**src/rtl/p_shfrot_issue.sv**
```systemverilog
// Two-stage issue/retire wrapper around the combinational packed shift/rotate unit.
// S1 registers the decoded operands for p_shfrot; S2 captures its result as the response.
module p_shfrot_issue #(
   parameter int SHAMT_SRC_W = 8
) (
   input  logic        clock,
   input  logic        reset,
   input  logic        req_valid,
   output logic        req_ready,
   input  logic [31:0] req_rs1,
   input  logic [31:0] req_rs2,
   input  logic [4:0]  req_imm,
   input  logic        req_use_imm,
   input  logic [2:0]  req_pw,
   input  logic [1:0]  req_op,
   output logic [31:0] shf_crs1,
   output logic [4:0]  shf_shamt,
   output logic [4:0]  shf_pw,
   output logic        shf_shift,
   output logic        shf_rotate,
   output logic        shf_left,
   output logic        shf_right,
   input  logic [31:0] shf_result,
   output logic        rsp_valid,
   input  logic        rsp_ready,
   output logic [31:0] rsp_result,
   output logic        rsp_illegal
);

   localparam int AMT_W = (SHAMT_SRC_W > 5) ? SHAMT_SRC_W : 5;

   logic             s1_valid_q, s2_valid_q;
   logic [31:0]      crs1_q, result_q;
   logic [4:0]       shamt_q, pw_q;
   logic             shift_q, rotate_q, left_q, right_q;
   logic             s1_illegal_q, s2_illegal_q;

   logic             s2_free, s1_adv, accept;
   logic [AMT_W-1:0] amt;
   logic [4:0]       pw_d, mask, shamt_d;
   logic [2:0]       log_w;
   logic             illegal_d, too_big;
   logic [31:0]      crs1_d;

   assign s2_free   = !s2_valid_q | rsp_ready;
   assign s1_adv    = s1_valid_q & s2_free;
   assign req_ready = !s1_valid_q | s1_adv;
   assign accept    = req_valid & req_ready;

   always_comb begin
      amt = '0;
      if (req_use_imm) amt[4:0] = req_imm;
      else             amt[SHAMT_SRC_W-1:0] = req_rs2[SHAMT_SRC_W-1:0];
   end

   always_comb begin
      pw_d      = 5'b00000;
      log_w     = 3'd0;
      mask      = 5'd0;
      illegal_d = 1'b0;
      case (req_pw)
         3'd0: begin pw_d = 5'b00001; log_w = 3'd5; mask = 5'd31; end
         3'd1: begin pw_d = 5'b00010; log_w = 3'd4; mask = 5'd15; end
         3'd2: begin pw_d = 5'b00100; log_w = 3'd3; mask = 5'd7;  end
         3'd3: begin pw_d = 5'b01000; log_w = 3'd2; mask = 5'd3;  end
         3'd4: begin pw_d = 5'b10000; log_w = 3'd1; mask = 5'd1;  end
         default: illegal_d = 1'b1;
      endcase
   end

   // Any amount bit at or above log2(W) means the shift empties every element.
   assign too_big = |(amt >> log_w);

   always_comb begin
      crs1_d  = req_rs1;
      shamt_d = amt[4:0];
      if (illegal_d) begin
         crs1_d  = '0;
         shamt_d = '0;
      end else if (req_op[1]) begin
         shamt_d = amt[4:0] & mask;
      end else if (too_big) begin
         crs1_d  = '0;
         shamt_d = '0;
      end
   end

   always_ff @(posedge clock) begin
      if (reset) begin
         s1_valid_q   <= 1'b0;
         crs1_q       <= '0;
         shamt_q      <= '0;
         pw_q         <= '0;
         shift_q      <= 1'b0;
         rotate_q     <= 1'b0;
         left_q       <= 1'b0;
         right_q      <= 1'b0;
         s1_illegal_q <= 1'b0;
      end else if (accept) begin
         s1_valid_q   <= 1'b1;
         crs1_q       <= crs1_d;
         shamt_q      <= shamt_d;
         pw_q         <= pw_d;
         shift_q      <= ~req_op[1];
         rotate_q     <= req_op[1];
         left_q       <= ~req_op[0];
         right_q      <= req_op[0];
         s1_illegal_q <= illegal_d;
      end else if (s1_adv) begin
         s1_valid_q   <= 1'b0;
      end
   end

   always_ff @(posedge clock) begin
      if (reset) begin
         s2_valid_q   <= 1'b0;
         result_q     <= '0;
         s2_illegal_q <= 1'b0;
      end else if (s1_adv) begin
         s2_valid_q   <= 1'b1;
         result_q     <= s1_illegal_q ? 32'h0 : shf_result;
         s2_illegal_q <= s1_illegal_q;
      end else if (rsp_ready) begin
         s2_valid_q   <= 1'b0;
      end
   end

   assign shf_crs1    = crs1_q;
   assign shf_shamt   = shamt_q;
   assign shf_pw      = pw_q;
   assign shf_shift   = shift_q;
   assign shf_rotate  = rotate_q;
   assign shf_left    = left_q;
   assign shf_right   = right_q;
   assign rsp_valid   = s2_valid_q;
   assign rsp_result  = result_q;
   assign rsp_illegal = s2_illegal_q;

endmodule

```
**config.mk**
```make
export PLATFORM = sky130hd
export DESIGN_NAME = p_shfrot_issue
export DESIGN_NICKNAME = d
export VERILOG_FILES = /design/src/rtl/p_shfrot_issue.sv
export SDC_FILE = /design/constraint.sdc
export NUM_CORES = 1
export LEC_CHECK = 0
export CELL_PAD_IN_SITES_DETAIL_PLACEMENT = 2
export CELL_PAD_IN_SITES_GLOBAL_PLACEMENT = 2
export CORE_MARGIN = 4
export CORE_UTILIZATION = 20
export DETAILED_ROUTE_END_ITERATION = 10
export MAX_ROUTING_LAYER = met4
export PLACE_DENSITY_LB_ADDON = 0.1
export SETUP_SLACK_MARGIN = 0.02
export SLEW_MARGIN = 20
export SYNTH_ARGS = -nofsm -noshare
export SYNTH_HDL_FRONTEND = slang
export SYNTH_SLANG_ARGS = --single-unit
```
**constraint.sdc**
```tcl
create_clock -name clock -period 2.4 [get_ports clock]
set_clock_uncertainty 0.05 [all_clocks]
set_input_delay 0.24 -clock clock [delete_from_list [all_inputs] [get_ports clock]]
set_output_delay 0.24 -clock clock [all_outputs]
set_load 0.01 [all_outputs]
```
# == Word-level counts from Yosys, hierarchy flattened ==
# Index checks and enable logic that the tools add are counted.
# classes
div_mod_pow,0
shift,1
bitwise_logic,7
n_addsub,0
mul,0
n_eq_ne,4
n_lt_le_gt_ge,0
muxes,17
n_reduce_logical,7
# op_table
operator,count
$mux 32,4
$pmux 5 s5,2
$mux 5,4
$pmux 3 s5,1
$reduce_or 8->1,1
$shr 8x3->8,1
$eq 3x2->1 const B,2
$and 5x5->5,1
$mux 1,5
$reduce_or 5->1,1
$reduce_bool 2->1,2
$eq 3x1->1 const B,1
$eq 3x3->1 const B,1
$logic_not 3->1,1
$mux 3,1
$and 1x1->1,2
$logic_not 1->1,2
$not 1->1,2
$or 1x1->1,2
# word_totals
latchBits,0
reg_bits,82
inputBits,111
memories,0
mem_bits_rw,0
out_inout_bits,81
word_cells,48
romBits,0

# == Logic depth before layout (Yosys ltp) ==
# Gate-level depths: netlist of the first run.
# logic_depth
depth_word,7
mapped_depth,7
mapped_depth_nobuf,5

# == Worst setup path before layout of the first run ==
# Ideal clock, no wire load.
# synth_timing
path_kind,reg2reg
start,register s2_valid_q (netlist: rsp_valid)
end,register crs1_q[3] (netlist: shf_crs1[3])
setup_time_ns,0.058
required_ns,2.292
t_arrival_ns,1.738
path_buffers,1
setup_slack_ns,0.554
path_stages_with_launch,7
period_less_slack_ns,1.846
path_cell_list,dfxtp_1 -> nand3b_2 -> nand2_1 -> a2111oi_4 -> nor3b_4 -> buf_6 -> a22o_2
# synth_between
elab_chain_cells,5
# synth_lines
element,line_no,source
from (decl),32,"logic s1_valid_q, s2_valid_q;"
from (signal assigned),116,s2_valid_q <= 1'b0;
from (signal assigned),120,s2_valid_q <= 1'b1;
from (signal assigned),124,s2_valid_q <= 1'b0;
$logic_not 1->1,45,assign s2_free = !s2_valid_q | rsp_ready;
$or 1x1->1,45,
$and 1x1->1,46,assign s1_adv = s1_valid_q & s2_free;
$or 1x1->1,47,assign req_ready = !s1_valid_q | s1_adv;
named net req_ready,9,"output logic req_ready,"
$and 1x1->1,48,assign accept = req_valid & req_ready;
to (signal assigned),101,crs1_q <= crs1_d;
to (decl),33,"logic [31:0] crs1_q, result_q;"
# The timed path passes the listed nets, and every way through them passes these cells.
# A chain may end at the register's enable or synchronous reset.

# == Worst setup path after layout of the first run ==
# layout_timing
start,input req_use_imm
end,register crs1_q[22] (netlist: shf_crs1[22])
# layout_between
elab_chain_cells,6
word_cells_on_any_way,7
classes_between,shift: 1; mux: 5; reduce/logical: 1
# layout_lines
element,line_no,source
from (decl),13,"input logic req_use_imm,"
$mux 5 or $mux 3 (tied branches),52,if (req_use_imm) amt[4:0] = req_imm;
$shr 8x3->8 (*),72,assign too_big = |(amt >> log_w);
$reduce_or 8->1 (*),72,
$mux 32 (*),82,end else if (too_big) begin
$mux 32 (*),80,end else if (req_op[1]) begin
$mux 32 (*),77,if (illegal_d) begin
# Every way passes the cells marked *; elsewhere a longest branch is shown, timed or not.

==> metrics.yaml, run 1 <==
finish:
  area_delta_synth_final_pct: 74.70
  final_nets: 598
  drive_gt1_frac: 0.1301
  seq_area_mm2: 0.001642
  multi_input_area_mm2: 0.001344
  diodes: 0
  fill_cells: 1653
  fin_cells: 680
die:
  die_w_um: 132.7
  die_area_mm2: 0.01761
  io_pins: 192
  core_area_mm2: 0.01520
  rows: 45
  start_util: 0.2046
  die_y_um: 132.7
global_route:
  grt_use_met1: 0.1562
  grt_max_degree: 66
  grtUsageMet3: 0.04563
  grt.busiest_layer: "met2"
  grt-ovfl-total: 0
  grt_pass1_vias: 3441
  grt_pass1_wl_um: 18420
  track_usage: 0.1355
  grt_use_met2: 0.2235
  antenna_found_initial: 0
worst_hold_path:
  hp-class: "flip-flop to flip-flop"
timing:
  setup_viol: 0
  worst_slew_pin_slew_ps: 501.1
  timing.slew.headroom: 0.6659
  final.setup.tns_ps: 0
  hold_viol: 0
  slew_violations: 0
  period_minus_slack_ps: 2110
  max_freq_mhz: 474.0
  period_share: 0.8791
  rsz0062_at_grt: "no"
logic_synthesis:
  synth-edff-count: 0
  yosys_warnings: 0
  netlist_top_cells_count: "82 x dfxtp_1, 50 x nor2_1, 47 x a21oi_1, 32 x nor3b_1, 20 x clkbuf_1"
  netlist_area_mm2: 0.003110
  netlist.area_leader.share: 0.5278
  ys_ff_latch: 82
  synth.most_common_cell: "dfxtp_1"
  async_flop_share: 0
  postSynthNetCount: 426
  synth-seq-area-share: 0.5278
  ys.flop_type: "dfxtp_1"
  synth.area.top_cells: "dfxtp_1 53%, nor3b_1 7.7%, a21oi_1 7.6%, nor2_1 6.0%, a22o_2 5.5%"
  yosysUniqueCellTypes: 30
  synthCells: 315
  avgSynthCellArea_um2: 9.875
  yosys.area.top_type: "dfxtp_1"
route:
  route.detailed.wl_per_inst_um: 16.68
  drc: 0
  viasPerCell: 4.472
  vias: 3041
  drt-initial-drc-count: 117
  routed_wirelength_um: 11340
  ant_nets: 0
  first_pass_iters: 4
place:
  dp_hpwl_um: 8273
  place.gp.congestion: 0.6913
  io_buffer_count: 167
  dp.cells: 664
clock_network:
  root_buffer: "clkbuf_16"
  cts_tree: "built"
  cts_buffers: 9
  post-cts-setup-buffer-count: 0
  clock_path_buffers: 2
  htreeDepth: 3
  clock_latency_ps: 340
  hold_buffers: 0
  cts_sinks: 82
  cts_resized: 0
  clk_pin_slew_worst_paths_ps: 60
power:
  p_leak_nw: 2.011
  combPwrFrac: 0.144
  p_sw_w: 0.0008168
  vdd_drop_max_mv: 0.3544
  pwr-share-seq: 0.403
  power_density_mw_per_mm2: 659.2
  p_clk_frac: 0.453
  power.internal_w: 0.002765
  swShare: 0.2280
worst_setup_path:
  end_kind: "flip-flop"
  arrival_ps: 2340
  crit_type: "input port to flip-flop"
  worstPathMaxFanout: 33
  cp_data_required_time_ps: 2630
  startpoint_type: "input port"
run_status:
  outcome: "finished clean"
job:
  cap_violations: 0
==> worst max-delay path, cell delays in order <==
cell and delay (ps):
clkdlybuf4s50_1 610, mux2i_4 290, o22ai_2 110, a2111oi_4 390, nor3b_4 310, buf_12 230, a22o_2 150
==> through the flow <==
stage	total power (W)	area [µm²]	setup WS, ps	hold slack (ps)	utilization
5_1_grt	0.003766	5434	158.3	439.1	0.3574
6_report	0.003582	5434	290.2	424.9	0.3574
3_3_place_gp	0.001983	5081	-37.60	392.6	0.3342
2_1_floorplan	0.001672	3110	554.1	315.7	-
4_1_cts	0.003666	5434	278.6	427.5	0.3574
3_5_place_dp	0.001998	5081	-86.78	412.7	0.3342
==> per-layer routing <==
layer / wire length (µm) / vias to the layer above
met5: 0 / -
met4: 144 / 0
met3: 745 / 11
met2: 5511 / 109
met1: 4942 / 1458
li1: - / 1463
==> cells in the final DEF, fill, tap and decap left out, types with 3 or more instances in the layout <==
master and count:
a21oi_1 46, nor2_1 50, nand2_1 6, inv_1 5, clkdlybuf4s50_1 166, mux2i_1 5, dfxtp_1 82, a22o_1 18
buf_4 18, nor3b_1 32, bufinv_16 3, clkbuf_16 9, o21ai_0 6, a22o_2 17, nor4b_1 3
==> layout make-up <==
class,instances,share of cell area
well taps,188,0.04329
repair buffers,187,0.3389
flip-flops and latches,82,0.3021
clock buffers,10,0.04398
multi-input cells,202,0.2473
inverters,5,0.003454
clock inverters,6,0.02095
==> path summary, 6_finish.rpt <==
check / startpoint / end / slack (ps) / depth (start not counted)
worst max register to register: s1_valid_q$_SDFFE_PP0P_ / shf_crs1[22]$_SDFFE_PP0P_ / 660 / 6
worst max-delay path: req_use_imm / shf_crs1[22]$_SDFFE_PP0P_ / 290 / 7
worst min register to register: shf_crs1[20]$_SDFFE_PP0P_ / shf_crs1[20]$_SDFFE_PP0P_ / 420 / 1
worst min-delay path: shf_crs1[20]$_SDFFE_PP0P_ / shf_crs1[20]$_SDFFE_PP0P_ / 420 / 1
==> kinds of logic after synthesis <==
logic type / count (synthesis) / share of synthesized area
flops: 82 / 0.5278
buf+inv: 31 / 0.04746
mux: 7 / 0.02695
compound gates: 96 / 0.2224
simple gates: 99 / 0.1754
==> sequential cells by signal (all words and copies together) (netlist names) <==
name	cells
shf_shamt	5
rsp_illegal	1
rsp_valid	1
shf_left	1
s1_illegal_q	1
shf_crs1	32
rsp_result	32
s1_valid_q	1
shf_pw	5
shf_rotate	1
shf_right	1
shf_shift	1
==> power by group through the flow <==
stage               registers [W]  logic, W  clock network, W
floorplan                 0.00150  0.000176                 0
global placement          0.00147  0.000512                 0
detailed placement        0.00147  0.000523                 0
CTS                       0.00144  0.000526           0.00170
global route              0.00145  0.000564           0.00175
finish                    0.00144  0.000514           0.00162
Note: power is estimated with default switching activity, not from simulation.
==> run 2, diff against run 1 <==
Settings changed: MAX_ROUTING_LAYER met4 to not set.
==> metrics.yaml, run 2 (synthesis gave the netlist of run 1 again) <==
run_status:
  outcome: "finished clean"
global_route:
  grt_max_degree: 66
  grt_pass1_vias: 3431
  grt_use_met2: 0.2235
  grt.busiest_layer: "met2"
  grtUsageMet3: 0.05779
  grt_use_met1: 0.1488
  track_usage: 0.1316
  antenna_found_initial: 0
  grt-ovfl-total: 0
  grt_pass1_wl_um: 18440
worst_setup_path:
  end_kind: "flip-flop"
  arrival_ps: 2340
  worstPathMaxFanout: 33
  crit_type: "input port to flip-flop"
  cp_data_required_time_ps: 2630
  startpoint_type: "input port"
timing:
  hold_viol: 0
  slew_violations: 0
  final.setup.tns_ps: 0
  period_share: 0.8792
  worst_slew_pin_slew_ps: 499.5
  max_freq_mhz: 473.9
  setup_viol: 0
  timing.slew.headroom: 0.6670
  rsz0062_at_grt: "no"
  period_minus_slack_ps: 2110
  setup_ws_ps: 289.9
die:
  io_pins: 192
  die_y_um: 132.7
  start_util: 0.2046
  die_w_um: 132.7
  core_area_mm2: 0.01520
  die_area_mm2: 0.01761
  rows: 45
route:
  routed_wirelength_um: 11350
  viasPerCell: 4.465
  vias: 3036
  route.detailed.wl_per_inst_um: 16.69
  drc: 0
  ant_nets: 0
  drt-initial-drc-count: 123
  first_pass_iters: 4
finish:
  seq_area_mm2: 0.001642
  multi_input_area_mm2: 0.001344
  drive_gt1_frac: 0.1301
  fill_cells: 1653
  final_common_cell: "clkdlybuf4s50_1"
  diodes: 0
  final_nets: 598
  area_delta_synth_final_pct: 74.70
  final_cell_mix: "166 x clkdlybuf4s50_1, 82 x dfxtp_1, 50 x nor2_1"
clock_network:
  post-cts-setup-buffer-count: 0
  cts_resized: 0
  htreeDepth: 3
  root_buffer: "clkbuf_16"
  cts_buffers: 9
  hold_buffers: 0
  cts_tree: "built"
  cts_sinks: 82
  clk_pin_slew_worst_paths_ps: 60
  clock_path_buffers: 2
  clock_latency_ps: 340
place:
  dp_slack_ps: -86.78
  place.gp.congestion: 0.6843
  io_buffer_count: 167
  dp_hpwl_um: 8273
power:
  vdd_drop_max_mv: 0.3545
  power_density_mw_per_mm2: 659.1
  p_leak_nw: 2.011
worst_hold_path:
  hp-class: "flip-flop to flip-flop"
job:
  cap_violations: 0
-- run 2: cell counts in the layout (fill, tap and decap cells not counted) --
Identical to the previous run, type by type.
-- run 2: metal layers --
metal / vias up / wire length (µm)
met5: - / 0
met4: 0 / 142
met3: 11 / 937
met2: 109 / 5502
met1: 1453 / 4766
li1: 1463 / -
-- run 2: layout make-up --
| cell class | instances | share of cell area |
|---|---|---|
| sequential | 82 | 0.3021 |
| inverter | 5 | 0.003454 |
| multi-input combinational | 202 | 0.2473 |
| timing repair buffer | 187 | 0.3389 |
| clock inverter | 6 | 0.02095 |
| clock buffer | 10 | 0.04398 |
| tap | 188 | 0.04329 |
-- run 2: final timing paths --
path,startpoint,end,slack [ps],cells after the start
worst min-delay path,shf_crs1[20]$_SDFFE_PP0P_,shf_crs1[20]$_SDFFE_PP0P_,430,1
worst min register to register,shf_crs1[20]$_SDFFE_PP0P_,shf_crs1[20]$_SDFFE_PP0P_,430,1
worst max-delay path,req_use_imm,shf_crs1[22]$_SDFFE_PP0P_,290,7
worst max register to register,s1_valid_q$_SDFFE_PP0P_,shf_crs1[22]$_SDFFE_PP0P_,660,6
-- run 2: worst max-delay path: stages --
cell and delay (ps):
clkdlybuf4s50_1 610, mux2i_4 290, o22ai_2 110, a2111oi_4 390, nor3b_4 310, buf_12 230
a22o_2 150
-- run 2: report_power, final --
group | leakage [nW] | switching (W) | internal [W]
registers | 0.667 | 0.0000292 | 0.00141
clock network | 0.165 | 0.000577 | 0.00105
logic | 1.18 | 0.000210 | 0.000304
total | 2.01 | 0.000816 | 0.00277
-- run 2: stage by stage --
| stage | cells | hold WS (ps) | util | total power [W] | area, µm² |
|---|---|---|---|---|---|
| 6_report | 680 | 426.4 | 0.3574 | 0.003581 | 5434 |
| 5_1_grt | 680 | 439.1 | 0.3574 | 0.003766 | 5434 |
| 4_1_cts | 680 | 427.5 | 0.3574 | 0.003666 | 5434 |
| 3_5_place_dp | 664 | 412.7 | 0.3342 | 0.001998 | 5081 |
| 3_3_place_gp | 664 | 392.6 | 0.3342 | 0.001983 | 5081 |
| 2_1_floorplan | 315 | 315.7 | - | 0.001672 | 3110 |
